**config.mk**
```make
export PLATFORM = sky130hd
export DESIGN_NAME = xnor_compare_pipe
export DESIGN_NICKNAME = d
export VERILOG_FILES = /design/src/rtl/xnor_pkg.sv /design/src/rtl/xnor_pipe_stage.sv /design/src/rtl/xnor_compare_pipe.sv
export SDC_FILE = /design/constraint.sdc
export NUM_CORES = 1
export LEC_CHECK = 0
export CORE_MARGIN = 3
export CORE_UTILIZATION = 43
export DETAILED_ROUTE_END_ITERATION = 8
export PLACE_DENSITY = 0.81
export REMOVE_ABC_BUFFERS = 1
export SLEW_MARGIN = 15
export SYNTH_ARGS = -nofsm -noshare
export SYNTH_HDL_FRONTEND = slang
export SYNTH_SLANG_ARGS = --single-unit
```
**constraint.sdc**
```tcl
create_clock -name clock -period 1.69 [get_ports clock]
set_input_delay 0.338 -clock clock [delete_from_list [all_inputs] [get_ports clock]]
set_output_delay 0.338 -clock clock [all_outputs]
set_load 0.02 [all_outputs]
```
**src/rtl/xnor_pkg.sv**
```systemverilog
// Shared constants for the bubbled XNOR compare pipe: mask offsets
// and occupancy-state encoding.
package xnor_pkg;

    localparam int A_OFS = 0;

    function automatic int b_ofs(input int width);
        return width;
    endfunction

    typedef enum logic [1:0] {
        OCC_EMPTY = 2'd0,
        OCC_HALF  = 2'd1,
        OCC_FULL  = 2'd2
    } occ_t;

endpackage

```
**src/rtl/xnor_pipe_stage.sv**
```systemverilog
// Generic valid/ready pipeline register with async active-low reset.
// Loads whenever the slot is free or being drained this cycle.
module xnor_pipe_stage
    import xnor_pkg::*;
#(
    parameter int W = 8
) (
    input  logic         clock,
    input  logic         reset_n,
    input  logic         in_valid,
    output logic         in_ready,
    input  logic [W-1:0] in_data,
    output logic         out_valid,
    input  logic         out_ready,
    output logic [W-1:0] out_data
);

    logic         valid;
    logic [W-1:0] data;

    assign in_ready  = !valid || out_ready;
    assign out_valid = valid;
    assign out_data  = data;

    always_ff @(posedge clock or negedge reset_n) begin
        if (!reset_n) begin
            valid <= 1'b0;
            data  <= '0;
        end else if (in_valid && in_ready) begin
            valid <= 1'b1;
            data  <= in_data;
        end else if (out_ready) begin
            valid <= 1'b0;
        end
    end

endmodule

```
**src/rtl/xnor_compare_pipe.sv**
```systemverilog
// Two-stage bubbled XNOR word comparator with valid/ready stream.
// Define XNOR_MATCH_COUNT_EN to enable the saturating match counter.
module xnor_compare_pipe
    import xnor_pkg::*;
#(
    parameter int               WIDTH       = 8,
    parameter logic [2*WIDTH-1:0] BubblesMask = '0,
    parameter int               CNT_WIDTH   = 16
) (
    input  logic                 clock,
    input  logic                 reset_n,
    input  logic                 in_valid,
    output logic                 in_ready,
    input  logic [WIDTH-1:0]     input1,
    input  logic [WIDTH-1:0]     input2,
    output logic                 out_valid,
    input  logic                 out_ready,
    output logic [WIDTH-1:0]     result,
    output logic                 equal,
    input  logic                 count_clear,
    output logic [CNT_WIDTH-1:0] match_count
);

    localparam int B_OFS = b_ofs(WIDTH);

    logic [WIDTH-1:0]   real_a;
    logic [WIDTH-1:0]   real_b;
    logic [2*WIDTH-1:0] s1_data;
    logic               s1_v;
    logic               s2_accept;
    logic [WIDTH-1:0]   xnor_w;
    logic               s2_v;
    logic [WIDTH:0]     s2_data;

    assign real_a = input1 ^ BubblesMask[A_OFS +: WIDTH];
    assign real_b = input2 ^ BubblesMask[B_OFS +: WIDTH];

    xnor_pipe_stage #(.W(2 * WIDTH)) u_s1 (
        .clock     (clock),
        .reset_n   (reset_n),
        .in_valid  (in_valid),
        .in_ready  (in_ready),
        .in_data   ({real_b, real_a}),
        .out_valid (s1_v),
        .out_ready (s2_accept),
        .out_data  (s1_data)
    );

    assign xnor_w = ~(s1_data[WIDTH-1:0] ^ s1_data[2*WIDTH-1:WIDTH]);

    xnor_pipe_stage #(.W(WIDTH + 1)) u_s2 (
        .clock     (clock),
        .reset_n   (reset_n),
        .in_valid  (s1_v),
        .in_ready  (s2_accept),
        .in_data   ({&xnor_w, xnor_w}),
        .out_valid (s2_v),
        .out_ready (out_ready),
        .out_data  (s2_data)
    );

    assign out_valid = s2_v;
    assign result    = s2_data[WIDTH-1:0];
    assign equal     = s2_data[WIDTH];

`ifdef XNOR_MATCH_COUNT_EN
    logic                 hit;
    logic [CNT_WIDTH-1:0] cnt;

    assign hit = s2_v && out_ready && equal;

    // A counted handshake wins over clear, so clear+hit yields 1.
    always_ff @(posedge clock or negedge reset_n) begin
        if (!reset_n) begin
            cnt <= '0;
        end else if (hit) begin
            if (count_clear)
                cnt <= {{(CNT_WIDTH-1){1'b0}}, 1'b1};
            else if (!(&cnt))
                cnt <= cnt + 1'b1;
        end else if (count_clear) begin
            cnt <= '0;
        end
    end

    assign match_count = cnt;
`else
    logic unused_clear;

    assign unused_clear = count_clear;
    assign match_count  = '0;
`endif

endmodule

```
Word-level counts from Yosys, hierarchy flattened
Index checks and enable logic that the tools add are counted.
{ "totals": {"ff_bits": 27, "in_bits": 21, "output_inout_bits": 27, "elab_cells": 19} }
{ "classes": {"mux": 4, "bitwise_logic": 2, "reduce_logical": 9} }
{ "ops": {"columns": ["operator", "n"], "rows": [
  ["$not 8->8", 1],
  ["$reduce_and 8->1", 1],
  ["$xor 8x8->8", 1],
  ["$mux 1", 4],
  ["$reduce_bool 2->1", 2],
  ["$logic_and 1x1->1", 2],
  ["$logic_not 1->1", 2],
  ["$logic_or 1x1->1", 2]
]} }

Depth between registers and ports, before layout
{ "depth": {"ltp_word": 5, "depth_mapped": 4, "ltp_nobuf": 3} }

Modules after synthesis
Synthesis repeated with hierarchy kept, for this count alone.
{ "hier_totals": {"hier_cells": 87, "hier_area_um2": 1331.3} }
{ "modules_own_cells": {"columns": ["module", "n_inst", "cells_per_inst", "area_each_um2", "seq_area_each_um2"], "rows": [
  ["xnor_pipe_stage (u_s1)", 1, 37, 695.7, 425.4],
  ["xnor_pipe_stage (u_s2)", 1, 22, 425.4, 250.2],
  ["xnor_compare_pipe", 1, 28, 210.2, 0.0]
]} }

Worst setup path after synthesis
OpenSTA, ideal clock, no wires.
{ "synth_timing": {"kind": "flip-flop to flip-flop", "start": "register u_s2.valid, in the netlist u_s2.out_valid", "end": "register u_s1.data[10], in the netlist u_s1.out_data[10]", "setup_ns": 0.125, "arrival_time_ns": 1.241, "required_time_ns": 1.565, "setup_slack_ns": 0.324, "stages_incl_launch_ff": 5, "n_path_buf": 1, "period_less_slack_ns": 1.366, "path_cell_list": "dfrtp_1 -> nand3b_4 -> nand2_4 -> buf_12 -> mux2_4"} }
{ "synth_between": {"elab_chain_cells": 4} }
{ "synth_lines": {"columns": ["item", "line_no", "rtl"], "rows": [
  ["from (decl)", "xnor_pipe_stage.sv:18", "logic valid;"],
  ["from (signal assigned)", "xnor_pipe_stage.sv:27", "valid <= 1'b0;"],
  ["from (signal assigned)", "xnor_pipe_stage.sv:30", "valid <= 1'b1;"],
  ["from (signal assigned)", "xnor_pipe_stage.sv:33", "valid <= 1'b0;"],
  ["$logic_not 1->1", "xnor_pipe_stage.sv:21", "assign in_ready = !valid || out_ready;"],
  ["$logic_or 1x1->1 (2 in a row)", "xnor_pipe_stage.sv:21", null],
  ["via in_ready", "xnor_compare_pipe.sv:13", "output logic in_ready,"],
  ["$logic_and 1x1->1", "xnor_pipe_stage.sv:29", "end else if (in_valid && in_ready) begin"],
  ["to (signal assigned)", "xnor_pipe_stage.sv:31", "data <= in_data;"],
  ["to (decl)", "xnor_pipe_stage.sv:19", "logic [W-1:0] data;"]
]} }
The timed path passes the listed nets, and every way through them passes these cells.
A chain may end at the register's enable or synchronous reset.

Worst setup path after layout
{ "layout_timing": {"start": "register u_s2.data[0], in the netlist u_s2.out_data[0]", "end": "output port result[0]"} }
{ "layout_lines": {"columns": ["item", "line_no", "rtl"], "rows": [
  ["from (decl)", "xnor_pipe_stage.sv:19", null],
  ["from (signal assigned)", "xnor_pipe_stage.sv:31", null],
  ["to (decl)", "xnor_compare_pipe.sv:18", "output logic [WIDTH-1:0] result,"]
]} }
No word-level cell between the ends.

==> summary.txt <==
FILL cells: 237
Worst Hold Class: in -> async
Leak Pwr: 0.000765 uW
Non-filler instance count after layout: 152
Reg-to-reg endpoint: u_s1.out_data[15]
Status: finished, final reports clean
Critical path depth: 1
Asr flop ratio synth: 100%
Most frequent cell after synthesis: dfrtp_1
Syn avg cell area: 14.8 um2
Comb pwr share: 34.9%
Chip Height: 60.6 um
Initial antenna violation count: 0
Ports: 48
Hold WS: 348 ps
Crit path capture type: output port
Total CTS buffers: 3
Mapped Area: 0.00128 mm2
Final core occ: 56.9%
Largest area contributor in the netlist: dfrtp_1
Max H-tree Level: 1
Setup crit start: u_s2.out_data[0]
Sw power: 554 uW
Post-synth EDFFs: 0
Synth-to-layout area growth: 24.4%
Power per cell area: 1110 mW/mm2
Worst R2R Path Depth: 4
Initial Util: 45.8%
Diode count: 0
CTS root buffer: clkbuf_4
Most used flip-flop cell after synthesis: dfrtp_1
Worst Skew: 18.3 ps
Drt first-iter violations: 10
Routed vias: 722
Total GRT Usage: 11.8%
Avg WL per Cell: 13.3 um
Clk sink count: 27
Sw Ratio: 31.3%
Top cells by area, synth: dfrtp_1, mux2_2, mux2_4, buf_4, xnor2_1
Final Hold Fails: 0
Worst flop-to-flop path startpoint: u_s1.out_valid
Post-DR vias/cell: 4.75
CP Max Fanout: 2
Critical path class: reg -> out
TritonCTS clock tree: built
DP Cell Count: 148
Max clock buf depth: 2
Die area: 0.00368 mm2
Warnings, synthesis: 0
Post-CTS Setup Inserts: 0
Buffers on Ports: 30
Total Routed Length: 2020 um
Max cap viols: 0
Hold-fix buffers, CTS: 0
Unrepaired setup endpoints after global routing: false
Cell family with most CP delay: buffers and inverters
Vias in the first global route: 720
Placer congestion estimate: 0.697
Clock group share of total power: 15.9%
Buf/Inv on CP: 1
Total grt overflow: 0
Slowest stage cell, crit path: clkdlybuf4s50_1
Setup-failing EPs final: 0
Worst vdd ir: 0.572 mV
Arrival time at the worst endpoint: 1300 ps
Final ANT Viol Nets: 0
Fin crit share: 97.1%
Placed instance area: 0.00155 mm2
Synth cell types: 14
Pins over their slew limit: 0
Ratio of cells with drive above 1 in the final layout: 28.1%
Internal: 1220 uW
CP required: 1350 ps
Sequential share of the synthesized area: 52.6%
Die W: 60.6 um
Detailed Place HPWL: 1580 um
Power, Total: 1770 uW
Setup crit start kind: flip-flop
Clk Latency, worst-skew pair: 320 ps
Largest net degree at the start of global routing: 28
Critical path cell sequence: clkdlybuf4s50_1
Worst path max stage delay: 600 ps
DRC viols: 0
Post-synth top cells: dfrtp_1, buf_4, mux2_2
Share of power burned in registers: 49.3%
First-pass GRT wire length: 3240 um
CTS clk-pin slew, worst paths: 160 ps
Finished Cell Area: 0.00160 mm2
Flop-to-flop setup slack: 250 ps
Rows: 19
Net count, final: 143
FF+latch count, synth: 27
TritonRoute pass-1 iters: 4
Synth top area share: 52.6%
Final worst path period need: 1640 ps
Core area: 0.00281 mm2
Max Freq: 0.610 GHz
Cells after synthesis: 87
[placed cells by master (no fill, tap or decap)]
cell type,n
nand3b_4,1
buf_4,2
conb_1,16
clkbuf_4,3
o31ai_1,1
dlygate4sd2_1,2
nand2_4,1
mux2_4,10
a21bo_2,1
clkinvlp_4,1
nand2b_1,3
dlymetal6s2s_1,6
clkdlybuf4s50_1,22
mux2_2,14
xnor2_1,8
nand2_2,1
nand4_1,2
dfrtp_1,27
[layout make-up]
cell class / instances / area (um2) / share of cell area, %
repair buffers: 32 / 328 / 20.5
well taps: 31 / 38.8 / 2.43
multi-input cells: 58 / 524 / 32.8
flip-flops and latches: 27 / 676 / 42.3
clock buffers: 3 / 22.5 / 1.41
clock inverters: 1 / 7.51 / 0.470
[per-stage QoR]
step           TNS (ps)  setup slack [ps]
2_1_floorplan         0               320
5_1_grt               0              3.13
3_5_place_dp      -1770              -201
4_1_cts               0              12.4
6_report              0              49.6
3_3_place_gp      -1100              -181
[sequential cells by signal (all words and copies together), names as in the netlist]
signal / count
u_s1.out_data: 16
u_s2.out_valid: 1
u_s1.out_valid: 1
u_s2.out_data: 9
[worst max path at each step]
stage / end / slack, ps
CTS: result[6] / 10
detailed placement: in_ready / -200
floorplan: u_s1.out_data[0] / 320
global placement: in_ready / -180
global route: result[0] / 3
finish: result[0] / 50
[timing repair]
action | CTS | global route
endpoints found under the setup margin | 2 | 6
gates cloned | 0 | 0
resized for setup | 2 | 6
pin swaps | 0 | 0
[metal layers]
layer	GRT usage (%)	vias to the layer above	routed length, um
li1	-	329	-
met1	14.9	360	793
met2	20.5	29	1070
met3	2.34	4	138
met4	3.72	0	16
met5	0	-	0
[logic make-up after synthesis]
group	Yosys count	synth area share (%)
xor+xnor	8	5.46
mux	24	24.0
other cells	1	0.292
simple gates	8	5.36
flops	27	52.6
compound gates	2	1.36
buf+inv	17	10.9
[power by group through the flow]
stage               logic, uW  clock network [uW]  registers, uW
floorplan                 272                   0            970
global placement          628                   0            882
detailed placement        639                   0            888
CTS                       637                 289            876
global route              666                 315            891
finish                    618                 281            872
(Power assumes the default switching activity.)
